$ cat src/rtl/fb_swap_ctrl.sv
// fb_swap_ctrl: double-buffer sequencer for the pixel framebuffer.
// Writes each complete incoming frame into the back bank and swaps the
// front/back banks only on a vblank pulse once a full frame is ready.
// Optional saturating statistics are built when FB_SWAP_STATS_EN is defined.
module fb_swap_ctrl #(
    parameter int DATA_WIDTH = 20,
    parameter int ADDR_WIDTH = 14,
    parameter int FB_DEPTH   = 16384
) (
    input  logic                  clk,
    input  logic                  rst,
    input  logic [DATA_WIDTH-1:0] s_data,
    input  logic                  s_valid,
    input  logic                  s_sof,
    output logic                  s_ready,
    input  logic                  vblank,
    output logic [DATA_WIDTH-1:0] fb_wdata,
    output logic [ADDR_WIDTH-1:0] fb_waddr,
    output logic                  fb_we,
    output logic                  fb_wbank,
    output logic                  selection,
    output logic                  swap,
    output logic                  resync,
    output logic [15:0]           frames_swapped,
    output logic [15:0]           vblank_repeats
);

    typedef enum logic [1:0] {
        ST_WAIT_SOF = 2'd0,
        ST_FILL     = 2'd1,
        ST_PENDING  = 2'd2
    } state_t;

    // Address of the final pixel in a frame; reaching it completes the frame.
    localparam logic [ADDR_WIDTH-1:0] LAST_ADDR = ADDR_WIDTH'(FB_DEPTH - 1);

    state_t                  state_q,     state_d;
    logic [ADDR_WIDTH-1:0]   count_q,     count_d;
    logic                    selection_q, selection_d;
    logic                    we_q,        we_d;
    logic [ADDR_WIDTH-1:0]   waddr_q,     waddr_d;
    logic [DATA_WIDTH-1:0]   wdata_q,     wdata_d;
    logic                    wbank_q,     wbank_d;
    logic                    swap_q,      swap_d;
    logic                    resync_q,    resync_d;

    logic                    ready_s;
    logic                    accept_s;
    logic                    write_s;
    logic [ADDR_WIDTH-1:0]   wr_addr_s;
    logic                    swap_event_s;

    // Ready depends only on state so the upstream never sees a comb loop.
    always_comb begin
        ready_s = 1'b0;
        case (state_q)
            ST_WAIT_SOF: ready_s = 1'b1;
            ST_FILL:     ready_s = 1'b1;
            ST_PENDING:  ready_s = 1'b0;
            default:     ready_s = 1'b0;
        endcase
    end

    assign accept_s     = s_valid & ready_s;
    assign swap_event_s = (state_q == ST_PENDING) & vblank;

    // Next-state, write-port and bank-selection logic.
    always_comb begin
        state_d     = state_q;
        count_d     = count_q;
        selection_d = selection_q;
        we_d        = 1'b0;
        waddr_d     = waddr_q;
        wdata_d     = wdata_q;
        wbank_d     = wbank_q;
        swap_d      = 1'b0;
        resync_d    = 1'b0;
        write_s     = 1'b0;
        wr_addr_s   = {ADDR_WIDTH{1'b0}};

        case (state_q)
            ST_WAIT_SOF: begin
                // Only a start-of-frame beat opens a frame; stray beats are dropped.
                if (accept_s && s_sof) begin
                    write_s   = 1'b1;
                    wr_addr_s = {ADDR_WIDTH{1'b0}};
                end else begin
                    write_s   = 1'b0;
                end
            end
            ST_FILL: begin
                if (accept_s) begin
                    write_s = 1'b1;
                    if (s_sof) begin
                        // New frame started early: abandon the partial one.
                        wr_addr_s = {ADDR_WIDTH{1'b0}};
                        resync_d  = 1'b1;
                    end else begin
                        wr_addr_s = count_q;
                    end
                end else begin
                    write_s = 1'b0;
                end
            end
            ST_PENDING: begin
                // A full frame waits here; vblank is the only safe swap point.
                if (vblank) begin
                    selection_d = ~selection_q;
                    swap_d      = 1'b1;
                    state_d     = ST_WAIT_SOF;
                end else begin
                    state_d     = ST_PENDING;
                end
            end
            default: begin
                state_d = ST_WAIT_SOF;
                count_d = {ADDR_WIDTH{1'b0}};
            end
        endcase

        // Shared write path: latch the beat and advance or close the frame.
        if (write_s) begin
            we_d    = 1'b1;
            waddr_d = wr_addr_s;
            wdata_d = s_data;
            wbank_d = ~selection_q;
            if (wr_addr_s == LAST_ADDR) begin
                state_d = ST_PENDING;
                count_d = {ADDR_WIDTH{1'b0}};
            end else begin
                state_d = ST_FILL;
                count_d = wr_addr_s + ADDR_WIDTH'(1);
            end
        end else begin
            we_d = 1'b0;
        end
    end

    // Registered state, write port and bank selection with synchronous reset.
    always_ff @(posedge clk) begin
        if (rst) begin
            state_q     <= ST_WAIT_SOF;
            count_q     <= {ADDR_WIDTH{1'b0}};
            selection_q <= 1'b0;
            we_q        <= 1'b0;
            waddr_q     <= {ADDR_WIDTH{1'b0}};
            wdata_q     <= {DATA_WIDTH{1'b0}};
            wbank_q     <= 1'b1;
            swap_q      <= 1'b0;
            resync_q    <= 1'b0;
        end else begin
            state_q     <= state_d;
            count_q     <= count_d;
            selection_q <= selection_d;
            we_q        <= we_d;
            waddr_q     <= waddr_d;
            wdata_q     <= wdata_d;
            wbank_q     <= wbank_d;
            swap_q      <= swap_d;
            resync_q    <= resync_d;
        end
    end

`ifdef FB_SWAP_STATS_EN
    logic [15:0] frames_q;
    logic [15:0] repeats_q;
    logic        repeat_event_s;

    assign repeat_event_s = vblank & ~swap_event_s;

    // Saturating counters of swaps and of vblanks that found no frame ready.
    always_ff @(posedge clk) begin
        if (rst) begin
            frames_q  <= 16'd0;
            repeats_q <= 16'd0;
        end else begin
            if (swap_event_s && (frames_q != 16'hFFFF)) begin
                frames_q <= frames_q + 16'd1;
            end else begin
                frames_q <= frames_q;
            end
            if (repeat_event_s && (repeats_q != 16'hFFFF)) begin
                repeats_q <= repeats_q + 16'd1;
            end else begin
                repeats_q <= repeats_q;
            end
        end
    end

    assign frames_swapped = frames_q;
    assign vblank_repeats = repeats_q;
`else
    assign frames_swapped = 16'd0;
    assign vblank_repeats = 16'd0;
`endif

    assign s_ready   = ready_s;
    assign fb_we     = we_q;
    assign fb_waddr  = waddr_q;
    assign fb_wdata  = wdata_q;
    assign fb_wbank  = wbank_q;
    assign selection = selection_q;
    assign swap      = swap_q;
    assign resync    = resync_q;

endmodule

$ cat config.mk
export PLATFORM = sky130hd
export DESIGN_NAME = fb_swap_ctrl
export DESIGN_NICKNAME = d
export VERILOG_FILES = /design/src/rtl/fb_swap_ctrl.sv
export SDC_FILE = /design/constraint.sdc
export NUM_CORES = 1
export LEC_CHECK = 0
export ABC_AREA = 1
export ABC_CLOCK_PERIOD_IN_PS = 4500
export CAP_MARGIN = 20
export CORE_ASPECT_RATIO = 1.2
export CORE_MARGIN = 2
export CORE_UTILIZATION = 60
export DETAILED_ROUTE_END_ITERATION = 10
export DONT_BUFFER_PORTS = 1
export PLACE_DENSITY = 0.74
export SLEW_MARGIN = 20
export SYNTH_ARGS = -nofsm -noshare
export SYNTH_HDL_FRONTEND = slang
export SYNTH_SLANG_ARGS = --single-unit
$ cat constraint.sdc
create_clock -name clk -period 4.5 [get_ports clk]
set_input_delay 0.9 -clock clk [delete_from_list [all_inputs] [get_ports clk]]
set_output_delay 0.9 -clock clk [all_outputs]
set_load 0.005 [all_outputs]
==> metrics.cfg, run 1 <==
[die]
die_w_um=64.7
die_h_um=76.8
fp.dieArea_sq_um=4960
placementRows=26
ios=97
core_region_area_sq_um=4260
start_util_pct=62.2

[power]
total_power_uw=887
power.density_nw_per_um2=336
leakagePower_nw=1.00
vdd_drop_max_mv=0.169

[final_layout]
layout-drive-gt1-share_pct=7.71
layout_commonest_cell=nand2_1
final_nets=389
stdcell_area_sq_um=2640
area_growth_pct=-0.425
layout.cells.most_common_list=nand2_1 (68), nor2_1 (59), dfxtp_1 (55)
final_util_pct=61.9
antennaDiodeCount=0
final_cell_count_no_fill=419

[timing]
slew_headroom_pct=51.1
skew_ns=0.00389
hold_viol=0
setup_slack_ns=2.32
grt_setup_unrepaired=no
fin_crit_sh_pct=48.3
period_needed_ns=2.18
setup_violations=0
max_freq_mhz=460
slew_viol_final=0
tightest_slew_ns=0.733
fin_tns_setup_ns=0
whs_ns=0.469

[synthesis]
ys_types=29
synth-xor-area-share_pct=0.992
synth_compound_area_share_pct=10.5
synth_cells=371
syn_area_per_cell_sq_um=7.14
yosys_warnings=0
ys_ff_latch=55
ys_seq_area_share_pct=41.6
yosys.area_share.simple_pct=30.3
synth_fa_ha_area_share_pct=0.472
yosysTopAreaCellShare_pct=41.6
synth_top_family_by_area=simple AND/OR/NAND/NOR gates
synth_mux_area_share_pct=0
synth_largest_area_cell=dfxtp_1
syn_area_sq_um=2650
synth_area_leaders=dfxtp_1 (42%), nand2_1 (9.6%), buf_4 (9.4%), nor2_1 (8.4%), a21oi_1 (5.7%)

[run]
maxCapViolCount=0

[cts]
ctsHoldBuffers=0
cts_buffers=5
cts_tree=yes
clk_latency_ns=0.30
cts.sinks=55
cts_resized=0
path_clk_slew_ns=0.09
clockBufferDepth=2
cts_root_buf=clkbuf_8
htree_levels=2
cts_setup_buffers=0

[worst_setup_path]
critical_path_class=in -> reg
endpoint_kind=register
worstPathMaxFanout=17
required_ns=4.70
r2r_slack_ns=2.33
crit_arrival_ns=2.37
start_kind=primary input

[route]
num_vias=2170
drc=0
wl_per_cell_um=13.6
drt_iter0_markers=140
routed_via_density=5.18
postRouteAntennaNets=0
first_pass_iters=5
wirelength_mm=5.69

[global_routing]
grt_max_degree=35
antenna_found_initial=0
grt_usage_pct=23.0
grt_pass1_vias=1973
grt-ovfl-total=0
grt_pass1_wl_mm=9.05

[place]
dp_cells=412
dp_hpwl_mm=4.23
gp_congestion=0.944
dp_slack_ns=2.00
port_buffers=0
dpl-instance-area_sq_um=2530

[hold_path]
hp-class=reg -> reg

[run_status]
status=finished, final reports clean

-- sequential cells by signal, summed over array words and instances (netlist names) --
signal	flops
fb_we	1
state_q	2
count_q	14
resync	1
swap	1
fb_wdata	20
fb_waddr	14
selection	1
fb_wbank	1
-- worst max-delay path: stages --
cell	delay (ns)
nand3_4	0.20
nor3_1	0.28
ha_1	0.31
nand3_2	0.15
nor2_2	0.16
nand2_2	0.17
nand3_1	0.11
a21oi_1	0.09
-- cells in the mapped netlist --
master / count
or2_2: 1
o211ai_1: 1
nand4_1: 6
nor2_4: 2
and2_1: 1
conb_1: 1
nand3b_1: 1
ha_1: 1
nor3_1: 6
xnor2_1: 1
inv_2: 3
nand3_4: 1
nand2_2: 1
o21ai_0: 23
nor2_1: 59
buf_2: 6
inv_1: 26
nor3_2: 1
xor2_1: 2
nand2_1: 68
buf_6: 1
nand3_2: 1
nor2_2: 9
o22ai_1: 1
clkbuf_1: 7
buf_4: 33
nand3_1: 23
a21oi_1: 30
dfxtp_1: 55
-- report_power, final --
| group | internal (mW) | switching, mW | total (mW) |
|---|---|---|---|
| Combinational | 0.0143 | 0.0401 | 0.0545 |
| Clock | 0.163 | 0.155 | 0.318 |
| Sequential | 0.503 | 0.0123 | 0.515 |
| Total | 0.680 | 0.208 | 0.887 |
-- per-layer routing --
metal | global-route usage (%) | vias up | wire, um
li1 | - | 1104 | -
met4 | 8.72 | 0 | 82
met2 | 38.3 | 95 | 2700
met5 | 0 | - | 0
met1 | 27.5 | 961 | 2350
met3 | 7.04 | 10 | 562
-- cell families (layout without fill, tap and decap cells) --
family                   count (synthesis)  count (layout)
flip-flops                              55              55
adder cells (fa/ha/maj)                  1               1
AND/OR/NAND/NOR                        180             180
buffers and inverters                   76              37
XOR/XNOR                                 3               3
other                                    1              32
AO/OA/AOI/OAI                           55              55
-- cell type report --
class	instances	area (sq um)
fill	409	1620
sequential	55	1100
multi-input combinational	271	1240
clock buffer	5	68.8
tap	56	70.1
timing repair buffer	1	7.51
inverter	29	109
clock inverter	2	37.5
-- worst paths after layout --
| kind | from | endpoint | cells past startpoint |
|---|---|---|---|
| setup reg to reg | state_q[0] | count_q[0] | 8 |
| setup / recovery | s_valid | count_q[0] | 8 |
| hold / removal | count_q[1] | count_q[1] | 2 |
| hold reg to reg | count_q[1] | count_q[1] | 2 |
No activity file was read; power rests on OpenSTA's default activity.
==> run 2: changes to the inputs <==
ABC_AREA = 0   (was 1)
ABC_CLOCK_PERIOD_IN_PS = 2300   (was 4500)
clock period = 2.3 ns   (was 4.5 ns; I/O delays follow)
==> run 2 against run 1 <==
Effect of this change: area after synthesis decreased by 7.0%; cell count decreased by 17%; routed wire length decreased by 14%; clock power increased by 110%; critical path depth increased by 1; non-clock buffer count increased by 8; setup slack got worse by 2.1 ns.
==> metrics.cfg, run 2 <==
[run_status]
status=finished, final reports clean

[hold_path]
hold_path_depth=1  ; -1
worstHoldEndpoint=state_q[1]
hp-class=in -> reg
hp-start=rst

[worst_setup_path]
cp_top_family=compound AO/OA/AOI/OAI gates
slowest_delay_ns=0.35  ; +0.04 ns
r2r_cells=9  ; +1
critPathBufInv=1  ; +1
r2r_slack_ns=0.23  ; -2.10 ns
required_ns=2.49  ; -2.21 ns
cp_cell_sequence=and4bb_2 > nand2_1 > inv_1 > ha_1 > nand3_1 > nor2_1 > a21oi_2 > a21oi_1 > a2111oi_0
start_kind=register
endpoint_kind=register
r2r-start=state_q[1]
crit_arrival_ns=2.26  ; -0.11 ns
r2r_end=count_q[5]
critical_path_class=reg -> reg
cp_slowest_cell=a2111oi_0
worstPathMaxFanout=6  ; -11

[power]
vdd_drop_max_mv=0.455  ; +170%
total_power_mw=1.76  ; +98%
power.density_nw_per_um2=699  ; +110%
leakagePower_nw=0.928  ; -7.3%

[timing]
fin_tns_setup_ns=0  ; unchanged
fin_crit_sh_pct=89.9
max_freq_mhz=483
setup_violations=0  ; unchanged
hold_viol=0  ; unchanged
slew_viol_final=0  ; unchanged
grt_setup_unrepaired=yes
period_needed_ns=2.07
skew_ns=0.00549  ; +0.00160 ns

[route]
routed_via_density=5.72  ; +10%
dr_wl_met3_um=430  ; -23%
wl_per_cell_um=14.2  ; +4.2%
wirelength_mm=4.91  ; -14%
wl_met2_mm=2.46  ; -9.0%
drc=0  ; unchanged
top_layer=met4
met1Wirelength_mm=1.91  ; -19%
drt_iter0_markers=121  ; -14%
postRouteAntennaNets=0  ; unchanged
first_pass_iters=4  ; -1
num_vias=1984  ; -8.6%

[final_layout]
layout_commonest_cell=dfxtp_1
antennaDiodeCount=0  ; unchanged
layout-drive-gt1-share_pct=9.22  ; +1.5 points
largest_reg_flops=20  ; unchanged
final_util_pct=63.7  ; +1.8 points
num-fill-cells=366  ; -11%
layout.cells.most_common_list=dfxtp_1 (55), nand2_1 (54), a21oi_1 (32), conb_1 (32), nor2_1 (26)
final_nets=318  ; -18%
area_growth_pct=1.93
final-seq-area_sq_um=1100  ; unchanged
multiInputGateArea_sq_um=1140  ; -8.5%

[synthesis]
synth_edf_count=0  ; unchanged
yosysTopAreaCellShare_pct=44.7  ; +3.1 points
syn_area_per_cell_sq_um=8.32  ; +17%
synth_area_leaders=dfxtp_1 (45%), buf_4 (9.8%), nand2_1 (8.2%), a21oi_1 (6.5%), nor2_1 (4.0%)
async_flop_share_pct=0  ; unchanged
syn_area_sq_um=2460  ; -7.0%
synth_most_common_cell=dfxtp_1
yosys_warnings=0  ; unchanged
ys_seq_area_share_pct=44.7  ; +3.1 points
synthTopCellsByCount=dfxtp_1 (55), nand2_1 (54), a21oi_1 (32), buf_4 (32), nor2_1 (26)
synth_flop_cell=dfxtp_1
ys_types=43  ; +48%
synth_largest_area_cell=dfxtp_1
synth_cells=296  ; -20%
ys_ff_latch=55  ; unchanged

[global_routing]
grt_max_degree=56  ; +60%
antenna_found_initial=0  ; unchanged
grt_pass1_vias=1777  ; -9.9%
grt_pass1_wl_mm=8.12  ; -10%
grt-ovfl-total=0  ; unchanged
grt_usage_pct=21.6  ; -1.3 points

[cts]
cts_setup_buffers=0  ; unchanged
cts.sinks=55  ; unchanged
path_clk_slew_ns=0.10  ; about the same
cts_resized=0  ; unchanged
htree_levels=2  ; unchanged
clockBufferDepth=2  ; unchanged
clk_latency_ns=0.31  ; about the same
cts_buffers=5  ; unchanged
cts_root_buf=clkbuf_8
ctsHoldBuffers=0  ; unchanged
cts_tree=yes

[die]
core_region_area_sq_um=3940  ; -7.5%
fp.dieArea_sq_um=4640  ; -6.6%
ios=97  ; unchanged
die_w_um=62.5  ; -3.3%
start_util_pct=62.5  ; +0.35 points
placementRows=25  ; -3.8%
die_h_um=74.2  ; -3.4%

[place]
dp_hpwl_mm=3.47  ; -18%
port_buffers=0  ; unchanged
gp_congestion=0.844  ; -11%

[run]
maxCapViolCount=0  ; unchanged

==> run 2: cell types whose count changed after synthesis, sizes merged, moves of 3 or more <==
cell	previous run	this run
a21oi	30	33
a22oi	0	11
a311oi	0	4
a31oi	0	5
clkbuf	7	10
inv	29	4
nand2	69	54
nand3	25	11
nand4	6	3
nor2	70	26
nor3	7	3
o21ai	23	7
==> run 2: kinds of logic (layout without fill, tap and decap cells) <==
group                      Yosys count  in the layout  share of synthesized area [%]
DFF                                 55             55                           44.7
and+or+nand+nor                    112            112                           22.0
adders and majority gates            1              1                          0.508
other                                1             32                          0.152
xor gates and xnor gates             1              1                          0.356
buffers and inverters               55             21                           14.2
AOI/OAI and AO/OA                   71             71                           18.1
==> run 2: metal layers <==
layer,track usage [%],vias up
met2,39.3,94
met1,23.5,928
met4,10.4,0
met3,6.35,13
li1,-,949
met5,0,-
==> run 2: power breakdown <==
group / total (mW) / switching, mW / internal (mW) / leakage, nW
combinational: 0.0984 / 0.0654 / 0.0330 / 0.420
sequential: 0.993 / 0.0174 / 0.976 / 0.446
clock: 0.665 / 0.306 / 0.358 / 0.0618
total: 1.76 / 0.389 / 1.37 / 0.928
==> run 2: worst max path at each step <==
stage	startpoint	end	cells after the start
floorplan	s_sof	count_q[0]	9
global placement	s_sof	count_q[0]	8
global route	state_q[1]	count_q[5]	9
CTS	state_q[1]	count_q[9]	9
finish	state_q[1]	count_q[5]	9
detailed placement	s_sof	count_q[9]	9
==> run 2: area by class of cell <==
| cell class | instances | area share (%) |
|---|---|---|
| multi-input cells | 217 | 45.3 |
| flip-flops and latches | 55 | 43.8 |
| clock inverters | 2 | 1.54 |
| repair buffers | 9 | 2.69 |
| well taps | 54 | 2.69 |
| clock buffers | 6 | 3.29 |
| inverters | 4 | 0.598 |
==> run 2: stage by stage <==
stage | area [sq um] | hold WS (ns) | cells | setup slack [ns]
floorplan | 2580 | 0.453 | 327 | 0.122
global placement | 2380 | 0.455 | 339 | 0.136
detailed placement | 2380 | 0.458 | 339 | 0.0615
CTS | 2500 | 0.203 | 347 | 0.212
global route | 2510 | 0.196 | 347 | -0.0134
finish | 2510 | 0.214 | 347 | 0.231
